[src/rtl/fifo_param_rf.sv]
// fifo_param_rf: parametrised synchronous FIFO over a DEPTH x DATA_W register file.
// Optional macro FIFO_FWFT_EN selects first-word-fall-through reads (default: 1-cycle latency).
module fifo_param_rf #(
   parameter int unsigned DATA_W = 32,
   parameter int unsigned ADDR_W = 3,
   parameter int unsigned AF_LVL = 6,
   parameter int unsigned AE_LVL = 1
) (
   input  logic              clk,
   input  logic              reset,
   input  logic              clear,
   input  logic              wr_en,
   input  logic [DATA_W-1:0] wr_data,
   input  logic              rd_en,
   output logic [DATA_W-1:0] rd_data,
   output logic              rd_valid,
   output logic              full,
   output logic              empty,
   output logic              almost_full,
   output logic              almost_empty,
   output logic [ADDR_W:0]   count,
   output logic [2:0]        state,
   output logic              wr_err,
   output logic              rd_err
);
   localparam int unsigned Depth = 2 ** ADDR_W;
   localparam int unsigned CntW  = ADDR_W + 1;

   typedef enum logic [2:0] {
      StInit  = 3'd0,
      StNoOp  = 3'd1,
      StWrite = 3'd2,
      StRead  = 3'd3,
      StRdWr  = 3'd4,
      StWrErr = 3'd5,
      StRdErr = 3'd6
   } state_e;

   logic [DATA_W-1:0] mem [Depth];

   logic [ADDR_W-1:0] wr_ptr_q, wr_ptr_d, rd_ptr_q, rd_ptr_d;
   logic [CntW-1:0]   count_q, count_d;
   logic              full_q, full_d, empty_q, empty_d;
   logic              af_q, af_d, ae_q, ae_d;
   logic              wr_err_q, wr_err_d, rd_err_q, rd_err_d;
   logic [DATA_W-1:0] rd_data_q, rd_data_d;
   state_e            state_q, state_d;
   logic              wr_acc, rd_acc;
`ifndef FIFO_FWFT_EN
   logic              rd_valid_q, rd_valid_d;
`endif

   always_comb begin
      wr_acc   = wr_en && !full_q && !clear;
      rd_acc   = rd_en && !empty_q && !clear;
      wr_ptr_d = wr_ptr_q + ADDR_W'(wr_acc);
      rd_ptr_d = rd_ptr_q + ADDR_W'(rd_acc);
      count_d  = count_q + CntW'(wr_acc) - CntW'(rd_acc);
      wr_err_d = wr_err_q | (wr_en & full_q);
      rd_err_d = rd_err_q | (rd_en & empty_q);

`ifdef FIFO_FWFT_EN
      // Register the upcoming head; an empty (or emptying) FIFO takes the incoming word.
      if (wr_acc && (rd_ptr_d == wr_ptr_q)) rd_data_d = wr_data;
      else                                  rd_data_d = mem[rd_ptr_d];
`else
      rd_data_d  = rd_acc ? mem[rd_ptr_q] : rd_data_q;
      rd_valid_d = rd_acc;
`endif

      if (clear)                    state_d = StInit;
      else if (wr_en && full_q)     state_d = StWrErr;
      else if (rd_en && empty_q)    state_d = StRdErr;
      else if (wr_en && rd_en)      state_d = StRdWr;
      else if (wr_en)               state_d = StWrite;
      else if (rd_en)               state_d = StRead;
      else                          state_d = StNoOp;

      if (clear) begin
         wr_ptr_d  = '0;
         rd_ptr_d  = '0;
         count_d   = '0;
         wr_err_d  = 1'b0;
         rd_err_d  = 1'b0;
         rd_data_d = '0;
`ifndef FIFO_FWFT_EN
         rd_valid_d = 1'b0;
`endif
      end

      full_d  = (count_d == CntW'(Depth));
      empty_d = (count_d == '0);
      af_d    = (count_d >= CntW'(AF_LVL));
      ae_d    = (count_d <= CntW'(AE_LVL));
   end

   always_ff @(posedge clk or posedge reset) begin
      if (reset) begin
         wr_ptr_q   <= '0;
         rd_ptr_q   <= '0;
         count_q    <= '0;
         full_q     <= 1'b0;
         empty_q    <= 1'b1;
         af_q       <= 1'b0;
         ae_q       <= 1'b1;
         wr_err_q   <= 1'b0;
         rd_err_q   <= 1'b0;
         rd_data_q  <= '0;
         state_q    <= StInit;
`ifndef FIFO_FWFT_EN
         rd_valid_q <= 1'b0;
`endif
      end else begin
         wr_ptr_q   <= wr_ptr_d;
         rd_ptr_q   <= rd_ptr_d;
         count_q    <= count_d;
         full_q     <= full_d;
         empty_q    <= empty_d;
         af_q       <= af_d;
         ae_q       <= ae_d;
         wr_err_q   <= wr_err_d;
         rd_err_q   <= rd_err_d;
         rd_data_q  <= rd_data_d;
         state_q    <= state_d;
`ifndef FIFO_FWFT_EN
         rd_valid_q <= rd_valid_d;
`endif
      end
   end

   // Storage is deliberately left out of reset and clear.
   always_ff @(posedge clk) begin
      if (wr_acc) mem[wr_ptr_q] <= wr_data;
   end

   assign rd_data      = rd_data_q;
`ifdef FIFO_FWFT_EN
   assign rd_valid     = !empty_q;
`else
   assign rd_valid     = rd_valid_q;
`endif
   assign full         = full_q;
   assign empty        = empty_q;
   assign almost_full  = af_q;
   assign almost_empty = ae_q;
   assign count        = count_q;
   assign state        = state_q;
   assign wr_err       = wr_err_q;
   assign rd_err       = rd_err_q;

endmodule

[config.mk]
export PLATFORM = sky130hd
export DESIGN_NAME = fifo_param_rf
export DESIGN_NICKNAME = d
export VERILOG_FILES = /design/src/rtl/fifo_param_rf.sv
export SDC_FILE = /design/constraint.sdc
export NUM_CORES = 1
export LEC_CHECK = 0
export CORE_MARGIN = 5
export CORE_UTILIZATION = 65
export CTS_BUF_LIST = sky130_fd_sc_hd__clkbuf_8
export DETAILED_ROUTE_END_ITERATION = 10
export PLACE_DENSITY = 0.89
export SETUP_SLACK_MARGIN = 0.15
export SKIP_CTS_REPAIR_TIMING = 1
export SLEW_MARGIN = 20
export SYNTH_ARGS = -nofsm -noshare
export SYNTH_HDL_FRONTEND = slang
export SYNTH_SLANG_ARGS = --single-unit
export TNS_END_PERCENT = 100
[constraint.sdc]
create_clock -name clk -period 5.9 [get_ports clk]
set_clock_uncertainty 0.1 [all_clocks]
set_input_delay 1.18 -clock clk [delete_from_list [all_inputs] [get_ports clk]]
set_output_delay 1.18 -clock clk [all_outputs]
set_load 0.05 [all_outputs]
# Word-level counts from Yosys, hierarchy flattened
# Memory sizes are Yosys's and may differ from the RTL's.
# Cells that the tools add are included.
classes:
  add_sub_neg: 4
  magnitude_cmp: 2
  n_eq_ne: 1
  muxes: 16
  n_bitwise: 4
  n_reduce_logical: 12
op_table:
  columns: ["cell", "n"]
  rows:
  - ["$mux W32", 2]
  - ["$mux W3", 6]
  - ["$logic_and A1 B1 Y1", 7]
  - ["$add A3 B1 Y3", 2]
  - ["$mux W1", 5]
  - ["$add A4 B1 Y4", 1]
  - ["$eq A4 B4 Y1 const B", 1]
  - ["$ge A4 B3 Y1 const B", 1]
  - ["$le A4 B1 Y1 const B", 1]
  - ["$logic_not A4 Y1", 1]
  - ["$mux W2", 2]
  - ["$mux W4", 1]
  - ["$sub A4 B1 Y4", 1]
  - ["$logic_not A1 Y1", 3]
  - ["$and A1 B1 Y1", 2]
  - ["$or A1 B1 Y1", 2]
  - ["$reduce_bool A2 Y1", 1]
word_totals:
  register_bits: 52
  ram_bits: 256
  inputBits: 37
  output_inout_bits: 46
  wordCells: 52
  memories: 1
mem_list:
  columns: ["memory", "depth", "word_bits", "rd", "rd_clocked_by_memory_dff", "write_ports", "line", "source"]
  rows:
  - ["mem", 8, 32, 1, 0, 1, "39", "logic [DATA_W-1:0] mem [Depth];"]

# Logic depth before layout (Yosys ltp)
logic_depth:
  depth_word: 7
  ltp_mapped: 11
  ltp_nobuf: 10

# Worst setup path after synthesis
# OpenSTA, ideal clock, no wires.
synth_timing:
  path_type: "input to register"
  from: "in clear"
  to: "mem mem[0][0], enable pin"
  setup_time_ns: 0.461
  arrival_time_ns: 3.775
  required_time_ns: 5.339
  slack_ns: 1.564
  path_stages: 3
  n_path_buf: 0
  cell_sequence: "nor3b_2 -> nand2b_1 -> nor3_1"
synth_via:
  elab_chain_cells: 4
synth_rtl:
  columns: ["item", "line", "source"]
  rows:
  - ["from (decl)", "11", "input logic clear,"]
  - ["$logic_not A1 Y1", "54", "wr_acc = wr_en && !full_q && !clear;"]
  - ["$logic_and A1 B1 Y1", "54", null]
  - ["$mux W1", "133", "if (wr_acc) mem[wr_ptr_q] <= wr_data;"]
  - ["$mux W1 (not written as such)", "133", null]
  - ["to (decl)", "39", null]
# No other way between the ends.

# Final worst setup path
layout_timing:
  from: "in clear"
  to: "mem mem[1][10], enable pin"
# The elaborated chain is that of the path after synthesis.

==> results.txt <==
The post-synthesis instance area came out at 0.0122 mm2. Along the worst path, the maximum fanout reaches 24. On the critical path the largest part of the delay comes from simple AND/OR/NAND/NOR gates. The die covers 0.0217 mm2. The run finished with clean final reports. The per-instance average area after synthesis is 19.1 um2, and the initial cell density of the core is 65.6%. The worst setup path is launched from an input pin. Setup repair after global routing left no endpoint under its margin. At the end of routability-driven placement, the weighted congestion stood at 0.759. Of the cells placed in the final design, the portion with a size suffix greater than 1 is 25.8%. The number of buffers on the longest clock path was 3; the final clock period utilization by the worst path was 66.5%.

The tree built by TritonCTS fans out to 308 sinks. After the last flow step, the layout net total stands at 798. The count of nets left with antenna violations once routing finished came out at 0. The number of input and output port buffers inserted came out at 82. Cells fill 76.5% of the core in the end.

Number of global-route vias before repair: 6943. The cell type of the slowest stage on the worst timing path is sky130_fd_sc_hd__clkdlybuf4s50_1. The tools report the placement-stage cell area as 0.0132 mm2. The logs give 73.5% for the sequential fraction of the synthesis area and 6 for the number of iterations in the first detailed-routing pass. The combined buffer and inverter count along the critical path was 2. Buffers inserted during clock tree synthesis total 47.

For the worst flop-to-flop path, the logic depth is 5. Derived from the worst setup path, the maximum achievable clock frequency is 0.255 GHz. The number of design rule violations left after detail routing is 0, and the post-synthesis compound-gate area fraction is 5.58%. The share of synthesized cell area in full adder, half adder and majority cells works out to 1.08%. After Yosys synthesis, and, or, nand and nor cells account for 4.39% of the synthesized area. The minimum period implied by the final worst setup slack works out to 3.92 ns. The remaining max-slew budget at the tightest pin is 24.2%, and the max-cap violation count is 0. The power density over cell area is 357 mW/mm2, and the total setup violations reported at the end of the flow is 0.

The most congested layer reported by global routing was met2. The logs give 0.0143 mm2 for the post-route cell area and 0 for the count of endpoints failing hold in the final timing report. The startpoint identified for the worst hold timing path is rd_data[23]. The synthesized netlist devotes 0.287% of its cell area to XOR and XNOR gates. The worst setup margin is 1.98 ns, and the instance count along the most critical hold path is 2. The post-synthesis sequential element count came out at 308.

In this run the vertical extent of the chip is 147 um. Kind of end point of the critical path: a flop. The final setup TNS came out at 0 ns. The path class of the tightest hold or removal check is reg -> reg. The number of distinct library cell variants in the gate-level netlist after synthesis was 35. The tools report the end point of the most critical hold path as rd_data[23]. For the number of non-filler instances in the completed layout, the log shows 1022. Using the TritonRoute via totals, the vias-per-cell ratio works out to 6.24. In this run the core area contains 50 standard-cell rows. After synthesis, the largest family of logic cells by area is multiplexers.

After synthesis, the share of cell area in mux cells is 12.7%. For the maximum resistive drop on vdd, the log shows 0.000244 V. The number of top-level pins is 83.

Counting flops with an async set or reset pin after synthesis yields a share of 16.9%. The HPWL after detailed placement is 14100 um. The tools report the final count of pins violating max slew as 0.

The most frequent standard cell in the layout excluding fill and tap cells is sky130_fd_sc_hd__edfxtp_1. For this run, global-route usage on met3 was measured as 4.19%. The global-route usage over all layers was 24.4%; the measured slew at the worst slew-check pin was 1.13 ns.

The first global-routing pass estimated 40200 um of wire. TritonCTS built the clock tree. The final layout contains routed wiring with a total length of 26300 um.

After technology mapping, the gate count stands at 639. In the global route stage, met1 resource usage came out at 31.9%. Global routing finished with a remaining overflow of 0. The logs give 0 for the count of synthesis-stage warnings from yosys and 0 for the antenna diode count.

Clock-pin slew was measured on the worst setup and hold paths at 0.06 ns. From left edge to right edge, the die measures 147 um. The area of the placeable core came out at 0.0186 mm2. The worst endpoint data arrival time is 4.03 ns, and the number of enable-type register cells in the synthesized netlist is 256.

In the global route stage, met2 resource usage came out at 42.1%. The maximum single-stage delay on the critical path was 0.81 ns. At the later pin of the worst-skew pair, clock insertion delay measures 0.55 ns. The tree is rooted in a sky130_fd_sc_hd__clkbuf_8. Entering global routing, the biggest net connects 69 pins. The placement-stage worst setup slack was 1.42 ns. Worst reg2reg path startpoint: rd_ptr_q[0]. When the netlist entered floorplanning its net count stood at 686.

The reported leakage power was 5.00 nW. The critical path in this run is classified as in -> reg. For this run, the leading register cell type out of synthesis is sky130_fd_sc_hd__edfxtp_1.

Walking the worst path, the cells encountered are clkdlybuf4s50_1 -> nor3b_2 -> nand2_1 -> nor3_2 -> buf_4. In this run the critical register-to-register path is captured at rd_data[25]. Number of H-tree levels: 2.

Including well taps, the total number of placed cells is 929. Leaving out fill and tap cells, the most frequent cells in the layout are sky130_fd_sc_hd__edfxtp_1 (256), sky130_fd_sc_hd__clkdlybuf4s50_1 (82), sky130_fd_sc_hd__clkbuf_8 (56). The detailed router placed 6382 vias in this run.

The number of antenna violations at the first check in global routing was 0; the count of routing violations after the opening detailed-route iteration was 725. The area growth from synthesis to layout was 16.7%; the average wire per cell in the routed design was 25.8 um. The run gives 3.11 ns as the setup slack of the most critical reg-to-reg path.

Data on the critical path is required at its endpoint by 6.00 ns.
-- worst reg2reg max path: stages, from the launching register on --
cell and delay (ns):
sky130_fd_sc_hd__dfrtp_4 0.85, sky130_fd_sc_hd__buf_16 0.33, sky130_fd_sc_hd__buf_4 0.54, sky130_fd_sc_hd__mux4_2 0.59, sky130_fd_sc_hd__nor2_1 0.15, sky130_fd_sc_hd__o31ai_2 0.09
-- worst max-delay path by stage --
| stage | from | endpoint | slack [ns] | cells past startpoint |
|---|---|---|---|---|
| finish | clear | mem[1][10] | 1.98 | 5 |
| global route | clear | mem[0][25] | 1.86 | 5 |
| CTS | clear | mem[0][6] | 2.01 | 5 |
| detailed placement | clear | mem[0][16] | 1.42 | 5 |
| global placement | clear | mem[1][11] | 1.74 | 5 |
| floorplan | clear | mem[0][0] | 1.56 | 3 |
-- flip-flops by register name (all words and copies together) (netlist names) --
name and flops:
full 1, rd_err 1, rd_data 32, state 3
rd_ptr_q 3, empty 1, almost_full 1, almost_empty 1
rd_valid 1, wr_err 1, count 4, wr_ptr_q 3
mem 256
-- logic make-up after synthesis --
group	after synthesis
AND/OR/NAND/NOR	102
multiplexers	96
XOR/XNOR	4
flip-flops	308
buffers and inverters	42
adder cells (fa/ha/maj)	10
AO/OA/AOI/OAI	77
-- where the power goes --
part / internal [mW] / total (mW) / switching (mW)
clock network: 0.857 / 1.63 / 0.776
logic: 0.359 / 0.914 / 0.554
registers: 2.47 / 2.54 / 0.0772
-- cells in the mapped netlist, drive strengths merged (3+ instances only) --
cell type,count,share of area [%]
nor2b,27,1.7
xnor2,3,0.21
clkbuf,11,0.34
o22ai,32,1.7
a21oi,9,0.37
o31ai,32,3.2
nor2,25,0.77
nand2b,7,0.36
edfxtp,256,63
nor3,3,0.12
mux4,32,5.9
nand2,36,1.1
ha,9,0.92
buf,22,1.8
mux2,64,6.8
inv,9,0.28
dfrtp,50,10
-- metrics by stage --
step	total power, mW	hold WS, ns
after floorplan	3.22	0.473
after global placement	3.44	0.369
after detailed placement	3.48	0.371
after CTS	5.10	0.384
after global routing	5.29	0.413
final	5.09	0.381
-- per-layer routing --
layer	routed length (um)	part of all wire [%]	vias up
li1	-	-	2732
met1	9820	37	3252
met2	14000	53	340
met3	1920	7.3	58
met4	619	2.4	0
met5	0	0	-
-- cell type report --
| type | instances | area [um2] |
|---|---|---|
| clock buffer | 56 | 771 |
| clock inverter | 30 | 115 |
| fill | 962 | 4370 |
| inverter | 9 | 33.8 |
| multi-input combinational | 289 | 3000 |
| sequential | 308 | 8990 |
| tap | 234 | 293 |
| timing repair buffer | 96 | 1060 |
Note: power is estimated with default switching activity, not from simulation.
